File: src/rtl/riscv_pkg.sv
// Shared constants and types for the instruction fetch path.
package riscv_pkg;

    localparam logic [31:0]  NOP_INSTR           = 32'h0000_0013;
    localparam logic [63:0]  DEFAULT_RESET_PC    = 64'h0;
    localparam int unsigned  DEFAULT_FETCH_DEPTH = 2;

    typedef enum logic {
        BOOT,
        RUN
    } fetch_state_e;

    function automatic logic [63:0] align_pc(input logic [63:0] pc);
        return {pc[63:2], 2'b00};
    endfunction

endpackage

File: src/rtl/fetch_fifo.sv
// Synchronous circular FIFO with flush; head is read combinationally.
module fetch_fifo #(
    parameter  int unsigned WIDTH = 96,
    parameter  int unsigned DEPTH = 2,
    localparam int unsigned CW    = $clog2(DEPTH + 1)
) (
    input  logic             clk,
    input  logic             rst,
    input  logic             flush,
    input  logic             push,
    input  logic             pop,
    input  logic [WIDTH-1:0] din,
    output logic [WIDTH-1:0] head,
    output logic             full,
    output logic             empty,
    output logic [CW-1:0]    count
);
    localparam int unsigned AW = (DEPTH > 1) ? $clog2(DEPTH) : 1;
    localparam logic [AW-1:0] LAST = AW'(DEPTH - 1);

    logic [WIDTH-1:0] mem [DEPTH];
    logic [AW-1:0]    wr_ptr;
    logic [AW-1:0]    rd_ptr;
    logic             do_push;
    logic             do_pop;

    function automatic logic [AW-1:0] next_ptr(input logic [AW-1:0] p);
        return (p == LAST) ? '0 : p + 1'b1;
    endfunction

    assign full    = (count == CW'(DEPTH));
    assign empty   = (count == '0);
    assign head    = mem[rd_ptr];
    // A push into a full FIFO is legal only when the head leaves in the same cycle.
    assign do_push = push && (!full || pop);
    assign do_pop  = pop && !empty;

    always_ff @(posedge clk) begin
        if (!rst || flush) begin
            wr_ptr <= '0;
            rd_ptr <= '0;
            count  <= '0;
        end else begin
            if (do_push) wr_ptr <= next_ptr(wr_ptr);
            if (do_pop)  rd_ptr <= next_ptr(rd_ptr);
            case ({do_push, do_pop})
                2'b10:   count <= count + 1'b1;
                2'b01:   count <= count - 1'b1;
                default: count <= count;
            endcase
        end
    end

    always_ff @(posedge clk) begin
        if (rst && !flush && do_push) mem[wr_ptr] <= din;
    end

endmodule

File: src/rtl/fetch_unit.sv
// Instruction fetch: issues word requests, tracks in-flight PCs, buffers
// {pc, instruction} pairs for IF/ID and discards responses after a redirect.
module fetch_unit
    import riscv_pkg::*;
#(
    parameter logic [63:0] RESET_PC    = DEFAULT_RESET_PC,
    parameter int unsigned FETCH_DEPTH = DEFAULT_FETCH_DEPTH
) (
    input  logic        clk,
    input  logic        rst,
    output logic        imem_req_valid,
    input  logic        imem_req_ready,
    output logic [63:0] imem_req_addr,
    input  logic        imem_resp_valid,
    input  logic [31:0] imem_resp_data,
    input  logic        redirect_valid,
    input  logic [63:0] redirect_pc,
    input  logic        stall_if,
    output logic [63:0] if_pc,
    output logic [31:0] if_instruction,
    output logic        if_valid
);
    localparam int unsigned CW = $clog2(FETCH_DEPTH + 1);
    localparam logic [CW:0] DEPTH_LIM = FETCH_DEPTH[CW:0];

    fetch_state_e state;
    fetch_state_e state_next;

    logic [63:0]   fetch_pc;
    logic [CW-1:0] outstanding;
    logic [CW-1:0] discard;
    logic          accept;
    logic          resp_keep;
    logic [CW:0]   in_use;

    logic [95:0]   data_head;
    logic          data_full;
    logic          data_empty;
    logic [CW-1:0] data_count;
    logic          data_pop;

    logic [63:0]   pcq_head;
    logic          pcq_full;
    logic          pcq_empty;
    logic [CW-1:0] pcq_count;
    logic          pcq_unused;

    always_ff @(posedge clk) begin
        if (!rst) state <= BOOT;
        else      state <= state_next;
    end

    always_comb begin
        state_next = state;
        case (state)
            BOOT:    state_next = RUN;
            RUN:     state_next = RUN;
            default: state_next = BOOT;
        endcase
    end

    // Buffer slots are reserved at request time so a response always has room.
    assign in_use         = {1'b0, outstanding} + {1'b0, data_count};
    assign imem_req_valid = (state == RUN) && !redirect_valid && (in_use < DEPTH_LIM);
    assign imem_req_addr  = fetch_pc;
    assign accept         = imem_req_valid && imem_req_ready;
    assign resp_keep      = imem_resp_valid && !redirect_valid && (discard == '0);
    assign data_pop       = if_valid && !stall_if && !redirect_valid;

    always_ff @(posedge clk) begin
        if (!rst) begin
            fetch_pc    <= RESET_PC;
            outstanding <= '0;
            discard     <= '0;
        end else begin
            if (redirect_valid)  fetch_pc <= align_pc(redirect_pc);
            else if (accept)     fetch_pc <= fetch_pc + 64'd4;

            case ({accept, imem_resp_valid})
                2'b10:   outstanding <= outstanding + 1'b1;
                2'b01:   outstanding <= outstanding - 1'b1;
                default: outstanding <= outstanding;
            endcase

            if (redirect_valid)
                discard <= outstanding - CW'(imem_resp_valid);
            else if (imem_resp_valid && discard != '0)
                discard <= discard - 1'b1;
        end
    end

    // In-flight PCs are flushed on redirect; the stale responses they belonged
    // to are consumed by the discard counter instead of popping this queue.
    fetch_fifo #(.WIDTH(64), .DEPTH(FETCH_DEPTH)) u_pc_queue (
        .clk   (clk),
        .rst   (rst),
        .flush (redirect_valid),
        .push  (accept),
        .pop   (resp_keep),
        .din   (fetch_pc),
        .head  (pcq_head),
        .full  (pcq_full),
        .empty (pcq_empty),
        .count (pcq_count)
    );

    fetch_fifo #(.WIDTH(96), .DEPTH(FETCH_DEPTH)) u_fetch_buf (
        .clk   (clk),
        .rst   (rst),
        .flush (redirect_valid),
        .push  (resp_keep),
        .pop   (data_pop),
        .din   ({pcq_head, imem_resp_data}),
        .head  (data_head),
        .full  (data_full),
        .empty (data_empty),
        .count (data_count)
    );

    assign pcq_unused     = ^{pcq_full, pcq_empty, pcq_count, data_full};
    assign if_valid       = !data_empty;
    assign if_pc          = if_valid ? data_head[95:32] : 64'h0;
    assign if_instruction = if_valid ? data_head[31:0]  : NOP_INSTR;

endmodule

File: config.mk
export PLATFORM = sky130hd
export DESIGN_NAME = fetch_unit
export DESIGN_NICKNAME = d
export VERILOG_FILES = /design/src/rtl/riscv_pkg.sv /design/src/rtl/fetch_fifo.sv /design/src/rtl/fetch_unit.sv
export SDC_FILE = /design/constraint.sdc
export NUM_CORES = 1
export LEC_CHECK = 0
export BUFFER_PORTS_ARGS = -buffer_cell sky130_fd_sc_hd__buf_2
export CORE_ASPECT_RATIO = 0.7
export CORE_MARGIN = 1.5
export CORE_UTILIZATION = 55
export CTS_BUF_LIST = sky130_fd_sc_hd__clkbuf_4 sky130_fd_sc_hd__clkbuf_8 sky130_fd_sc_hd__clkbuf_16
export DETAILED_ROUTE_END_ITERATION = 16
export GPL_ROUTABILITY_DRIVEN = 0
export PLACE_DENSITY = 0.74
export REMOVE_ABC_BUFFERS = 1
export SETUP_SLACK_MARGIN = 0.02
export SLEW_MARGIN = 40
export SYNTH_ARGS = -nofsm -noshare
export SYNTH_HDL_FRONTEND = slang
export SYNTH_SLANG_ARGS = --single-unit
File: constraint.sdc
create_clock -name clk -period 9.95 [get_ports clk]
set_input_delay 0.995 -clock clk [delete_from_list [all_inputs] [get_ports clk]]
set_output_delay 0.995 -clock clk [all_outputs]
set_load 0.02 [all_outputs]
==> results by group, run 1 <==
GRT
  – GRT Overall Usage: 0.256
  – Largest net degree at the start of global routing: just over 90
  – Antenna violations before repair: 3
  – Wire length of the first global-routing pass: 59.5 mm
  – Number of global-route vias before repair: between 10000 and 15000
  – GRT Residual Overflow: 0

Run
  – Number of maximum-capacitance violations: 0

CTS
  – CTS buffer count: 38
  – CTS clock-pin slew for the worst setup and hold paths: around 0.06 ns
  – Maximum root-to-sink buffer count: 3
  – Hold-fix buffer count after cts: 0
  – Number of levels the H-tree was split into: 2
  – Setup bufs post-CTS: 0
  – Cell chosen for the clock root: sky130_fd_sc_hd__clkbuf_16
  – Clock Sink Count: roughly 390
  – Clock latency at the later pin of the worst-skew pair: between 0.5 and 0.6 ns
  – Clock tree from TritonCTS: done
  – Resized Gates After CTS: 0

Worst setup path
  – Worst Setup End Kind: output pin
  – CP Max Fanout: 53
  – WP data required: roughly 9 ns
  – Launch instance of the worst register-to-register path: u_fetch_buf.count[0]
  – Setup slack of the worst register-to-register path: 6.39 ns
  – Cells along the critical path: buf_6 > mux2i_1 > nor2_1 > buf_2
  – Critical-path cell with the highest stage delay: sky130_fd_sc_hd__dfxtp_4
  – Delay of the slowest cell on the worst path: between 0.8 and 0.9 ns
  – Kind of start point of the critical path: register
  – Critical path start-end classification: register to output pin
  – Arrival time worst endpoint: 2.70 ns

Synth
  – EDFF count, synth: between 300 and 400
  – Most used DFF post-synth: sky130_fd_sc_hd__edfxtp_1
  – Yosys reg bits: 389
  – Synth warnings: 0
  – Synthesized instance count: 1195
  – Ys async rst share: 0
  – Avg Synthesized Cell Area: around 14 um^2
  – Area of the mapped netlist: roughly 16000 um^2
  – Register area share after synthesis: 0.674
  – Netlist cell types: 61

Cells and area
  – Leading cell types in the layout, fill and taps excluded: sky130_fd_sc_hd__edfxtp_1, sky130_fd_sc_hd__buf_2, sky130_fd_sc_hd__nor2_1
  – Summed area of non-filler cells in the final layout: a little under 20000 um^2
  – Share of cells above drive strength 1: 0.289
  – Count of filler cells inserted in the layout: 2143
  – Synth-to-Final Area Change: 19.2%
  – Net total in the final layout: between 1500 and 2000
  – Commonest non-fill, non-tap cell in the layout: sky130_fd_sc_hd__edfxtp_1

Route
  – Post-Route WL: 38.8 mm
  – Number of vias in the routed layout: approximately 11000
  – Uppermost metal layer occupied by signal nets: met5
  – DRC Markers: 0
  – Mean routed wirelength per cell: 20.9 um
  – Met2 routed wirelength: approximately 18 mm
  – Remaining antenna violation count after routing: 0
  – Met1 Routed Length: around 17 mm
  – Detailed Routing Iterations Pass 1: 6
  – Length of routed met3 wiring: 3.27 mm
  – 1st-iter DRT viols: between 700 and 800
  – Routed vias/inst: about 5.8

Die
  – Die Y-Extent: 147 um
  – Cell row count: 52
  – Overall die width: between 200 and 250 um
  – Die Footprint: a little over 30000 um^2
  – Area of the core: approximately 29000 um^2
  – Number of placed I/O pins: between 200 and 300
  – Initial Util: 0.560

STA
  – Upper clock frequency limit: approximately 0.27 GHz
  – Post-Route Setup TNS: 0 ns
  – Final hold vios: 0
  – Slew margin rel.: 0.439
  – Tmin final: 3.70 ns
  – Worst Max-Slew Pin Slew: 0.842 ns
  – Final setup violation count: 0
  – Number of slew-limit violations in the final report: 0
  – Final period util: 0.372
  – Worst hold slack: between 0.5 and 0.6 ns
  – Largest clock skew in the final design: between 0.015 and 0.02 ns
  – RSZ-0062 raised after global routing: no

Worst hold path
  – Startpoint of the lowest-slack hold path: u_pc_queue.rd_ptr
  – Min-Delay Path Class: register to register

Placement
  – Port Buf Inserts: approximately 260
  – Post-DP Area: between 15000 and 20000 um^2
  – Placed wire-length estimate after detailed placement: 25.2 mm

Outcome
  – Result of the run: completed

Power
  – Power density relative to cell area: roughly 190 nW/um^2
  – IR Drop Worst-Case VDD: about 0.15 mV
  – Pleak: between 6 and 7 nW
==> power breakdown <==
group	switching, mW	internal [mW]
clock	0.592	0.987
sequential	0.0487	1.79
combinational	0.131	0.0747
total	0.772	2.85
==> synth_stat cells (14+ instances only) <==
library cell,n,share of area
sky130_fd_sc_hd__a211oi_1,17,0.0079
sky130_fd_sc_hd__a21oi_1,25,0.0077
sky130_fd_sc_hd__and3_1,16,0.0062
sky130_fd_sc_hd__clkbuf_1,46,0.011
sky130_fd_sc_hd__dfxtp_1,77,0.095
sky130_fd_sc_hd__edfxtp_1,312,0.58
sky130_fd_sc_hd__inv_1,14,0.0032
sky130_fd_sc_hd__mux2_2,66,0.046
sky130_fd_sc_hd__mux2i_1,100,0.062
sky130_fd_sc_hd__nand2_1,57,0.013
sky130_fd_sc_hd__nand3_1,37,0.011
sky130_fd_sc_hd__nand4_1,37,0.014
sky130_fd_sc_hd__nor2_1,141,0.033
sky130_fd_sc_hd__nor3_1,23,0.0071
sky130_fd_sc_hd__nor4_1,19,0.0073
sky130_fd_sc_hd__o21ai_0,36,0.011
sky130_fd_sc_hd__or4_1,19,0.0088
sky130_fd_sc_hd__xnor2_1,25,0.014
sky130_fd_sc_hd__xor2_1,20,0.011
==> through the flow <==
stage,total power [mW],instances,worst slack [ns],utilization
after floorplan,1.98,1132,1.43,-
after global placement,2.07,1782,5.96,0.617
after detailed placement,2.08,1783,6.14,0.618
after CTS,3.64,1853,6.22,0.667
after global routing,3.73,1855,6.11,0.668
final,3.62,1857,6.25,0.668
==> critical path, delay by kind of cell, from the launching register on <==
family        cells  cell delay (ns)
flops             1             0.89
buf+inv           2             0.81
mux               1             0.32
simple gates      1             0.08
==> logic make-up (layout without fill, tap and decap cells) <==
logic type,Yosys count,count (layout),synth area share
compound gates,111,111,0.0437
xor+xnor,45,45,0.0244
fa+ha+maj,7,7,0.00588
buf+inv,81,358,0.0206
flops,389,389,0.674
mux,166,166,0.108
other cells,1,8,0.000232
simple gates,395,395,0.123
==> routing by layer <==
metal,vias up,global-route usage
met5,-,0
met4,2,0.0737
met3,67,0.0568
met2,440,0.391
met1,5262,0.371
li1,5042,-
==> registers in the layout (all words and copies together) (netlist names), named ones only <==
name	cells
discard	2
imem_req_addr	62
outstanding	2
state	1
u_fetch_buf.count	2
u_fetch_buf.mem	188
u_fetch_buf.rd_ptr	1
u_fetch_buf.wr_ptr	1
u_pc_queue.count	2
u_pc_queue.mem	124
u_pc_queue.rd_ptr	1
u_pc_queue.wr_ptr	1
==> final cells by class <==
type | count | area (um^2) | share of cell area
Tap cell | 378 | 473 | 0.0245
Clock buffer | 56 | 1190 | 0.0616
Multi-Input combinational cell | 728 | 4990 | 0.259
Timing Repair Buffer | 273 | 1440 | 0.0745
Clock inverter | 14 | 223 | 0.0115
Sequential cell | 389 | 10900 | 0.566
Inverter | 15 | 56.3 | 0.00292
Antenna cell | 4 | 10.0 | 0.000519
==> final timing paths <==
kind | end | cells after the start
worst max-delay path | if_pc[47] | 4
worst min-delay path | u_pc_queue.rd_ptr | 2
worst max register to register | u_pc_queue.mem[1][18] | 8
worst min register to register | u_pc_queue.rd_ptr | 2
Power figures use the tool's default switching activity.
==> run 2, diff against run 1 <==
CORE_UTILIZATION = 51   (was 55)
PLACE_DENSITY = 0.72   (was 0.74)
clock period = 3.4 ns   (was 9.95 ns; I/O delays follow)
==> run 2 against run 1 <==
  * Register-to-register slack lost 6.0 ns
  * Cell count grew 4.9%
  * Routed wire length grew 4.2%
==> results by group, run 2 (synthesis results as in run 1) <==
CTS
  – CTS clock-pin slew for the worst setup and hold paths: 0.06 ns (about the same)
  – Cell chosen for the clock root: sky130_fd_sc_hd__clkbuf_16
  – Setup bufs post-CTS: 0 (unchanged)
  – Number of levels the H-tree was split into: 2 (unchanged)
  – Clock tree from TritonCTS: done
  – Clock latency at the later pin of the worst-skew pair: 0.54 ns (about the same)
  – Clock Sink Count: 389 (unchanged)
  – Hold-fix buffer count after cts: 32 (+32)
  – Resized Gates After CTS: 0 (unchanged)
  – CTS buffer count: 38 (unchanged)
  – Maximum root-to-sink buffer count: 3 (unchanged)

Die
  – Initial Util: 0.519 (-0.0418)
  – Die Footprint: 32800 um^2 (+7.7%)
  – Number of placed I/O pins: 264 (unchanged)
  – Overall die width: 216 um (+3.8%)
  – Area of the core: 31200 um^2 (+8.1%)
  – Die Y-Extent: 152 um (+3.8%)
  – Cell row count: 54 (+3.8%)

Placement
  – Placed wire-length estimate after detailed placement: 26.8 mm (+6.1%)
  – Post-DP Area: 18200 um^2 (+2.0%)
  – Port Buf Inserts: 257 (unchanged)

Worst setup path
  – Arrival time worst endpoint: 3.50 ns (+0.80 ns)
  – Worst Setup End Kind: register
  – CP Max Fanout: 4 (-92%)
  – Critical path start-end classification: register to register
  – Worst reg2reg path depth: 8 (unchanged)
  – Kind of start point of the critical path: register
  – WP data required: 3.85 ns (-5.11 ns)

Worst hold path
  – Min-Delay Path Class: primary input to register
  – Worst Hold Depth: 3 (+1)

Power
  – P_sw: 2.27 mW (+190%)
  – Power density relative to cell area: 524 nW/um^2 (+180%)
  – Pint: 8.12 mW (+180%)
  – Portion of total power attributed to sequential cells: 0.516 (+0.009)
  – Power share of the combinational group: 0.065 (+0.008)
  – Net switching fraction of the power: 0.218 (+0.00505)
  – Part of the total power dissipated in the clock network: 0.419 (-0.017)
  – IR Drop Worst-Case VDD: 0.463 mV (+210%)
  – Pleak: 7.02 nW (+3.2%)

Cells and area
  – Synth-to-Final Area Change: 22.6%
  – Flip-flop count of the largest register after layout: 188 (unchanged)
  – Net total in the final layout: 1607 (+3.4%)
  – Largest register by flop count: u_fetch_buf.mem
  – Share of cells above drive strength 1: 0.291 (+0.00193)
  – End-of-flow core utilization: 0.636 (-0.0323)
  – Leading cell types in the layout, fill and taps excluded: sky130_fd_sc_hd__edfxtp_1, sky130_fd_sc_hd__buf_2, sky130_fd_sc_hd__nor2_1
  – Sequential Area: 10900 um^2 (unchanged)
  – Summed area of non-filler cells in the final layout: 19800 um^2 (+2.8%)
  – Commonest non-fill, non-tap cell in the layout: sky130_fd_sc_hd__edfxtp_1
  – Area of combinational cells with multiple inputs: 4980 um^2 (-0.13%)
  – Count of filler cells inserted in the layout: 2397 (+12%)

GRT
  – Wire length of the first global-routing pass: 61.5 mm (+3.4%)
  – Global-route met1 utilization: 0.363 (-0.00881)
  – Number of global-route vias before repair: 10700 (+1.7%)
  – Global-route track usage on met3: 0.0484 (-0.00834)
  – Met2 global-route usage: 0.363 (-0.0279)
  – Most used routing layer: met2
  – Antenna violations before repair: 2 (-1)
  – GRT Overall Usage: 0.244 (-0.0127)
  – Largest net degree at the start of global routing: 91 (unchanged)
  – GRT Residual Overflow: 0 (unchanged)

Route
  – Remaining antenna violation count after routing: 0 (unchanged)
  – DRC Markers: 0 (unchanged)
  – Routed vias/inst: 5.70 (-2.0%)
  – Mean routed wirelength per cell: 20.8 um (-0.66%)
  – Number of vias in the routed layout: 11100 (+2.8%)
  – Post-Route WL: 40.5 mm (+4.2%)
  – 1st-iter DRT viols: 945 (+24%)
  – Detailed Routing Iterations Pass 1: 5 (-1)

STA
  – Final period util: 0.896
  – Tmin final: 3.05 ns
  – Worst Max-Slew Pin Slew: 0.648 ns (-0.194 ns)
  – Upper clock frequency limit: 0.328 GHz
  – Post-Route Setup TNS: 0 ns (unchanged)
  – Final hold vios: 0 (unchanged)
  – Largest clock skew in the final design: 0.0285 ns (+0.0112 ns)
  – Slew margin rel.: 0.566 (+0.128)
  – RSZ-0062 raised after global routing: no
  – Number of slew-limit violations in the final report: 0 (unchanged)
  – Final setup violation count: 0 (unchanged)

Run
  – Number of maximum-capacitance violations: 0 (unchanged)

Outcome
  – Result of the run: completed
[run 2: changes by cell type in the layout (fill, tap and decap cells not counted), sizes merged]
cell	delta
buf	+21
clkinv	-2
clkinvlp	+1
bufinv	-2
diode	-3
inv	+1
clkbuf	+1
dlygate4sd3	+32
[run 2: final cells by class]
class | instances | share of cell area
antenna | 1 | 0.000126
clock buffer | 57 | 0.0573
clock inverter | 12 | 0.00864
inverter | 15 | 0.00284
multi-input combinational | 728 | 0.251
sequential | 389 | 0.550
tap | 420 | 0.0265
timing repair buffer | 326 | 0.103
[run 2: power by group through the flow]
stage	logic, mW	registers [mW]	clock network, mW
after detailed placement	0.638	5.47	0
after global placement	0.625	5.46	0
final	0.671	5.37	4.35
after CTS	0.670	5.36	4.44
after floorplan	0.287	5.50	0
after global routing	0.722	5.38	4.62
[run 2: worst paths after layout]
path | startpoint | end | slack (ns)
min | redirect_pc[12] | imem_req_addr[12] | 0.04
max reg2reg | u_fetch_buf.count[0] | imem_req_addr[61] | 0.35
min reg2reg | u_pc_queue.rd_ptr | u_pc_queue.rd_ptr | 0.52
max | u_fetch_buf.count[0] | imem_req_addr[61] | 0.35
[run 2: critical path, cell delays in order, from the launching register on]
cell                        delay [ns]
sky130_fd_sc_hd__dfxtp_1          0.45
sky130_fd_sc_hd__inv_1            0.10
sky130_fd_sc_hd__nor2_1           0.14
sky130_fd_sc_hd__fa_1             0.47
sky130_fd_sc_hd__nand4bb_1        0.24
sky130_fd_sc_hd__or4_1            0.48
sky130_fd_sc_hd__nor4_1           0.51
sky130_fd_sc_hd__mux2_2           0.39
sky130_fd_sc_hd__a211oi_1         0.20
[run 2: routing by layer]
metal,up-vias,part of all wire
li1,5129,-
met1,5427,0.45
met2,490,0.45
met3,63,0.084
met4,2,0.021
met5,-,0.00030
[run 2: metrics by stage]
| stage | hold slack [ns] | instances | power, mW | setup WS [ns] |
|---|---|---|---|---|
| 5_1_grt | 0.0632 | 1948 | 10.7 | 0.205 |
| 3_3_place_gp | 0.481 | 1845 | 6.08 | 0.511 |
| 2_1_floorplan | 0.368 | 1132 | 5.79 | -4.54 |
| 3_5_place_dp | 0.506 | 1846 | 6.10 | 0.443 |
| 4_1_cts | 0.0355 | 1947 | 10.5 | 0.423 |
| 6_report | 0.0440 | 1948 | 10.4 | 0.354 |
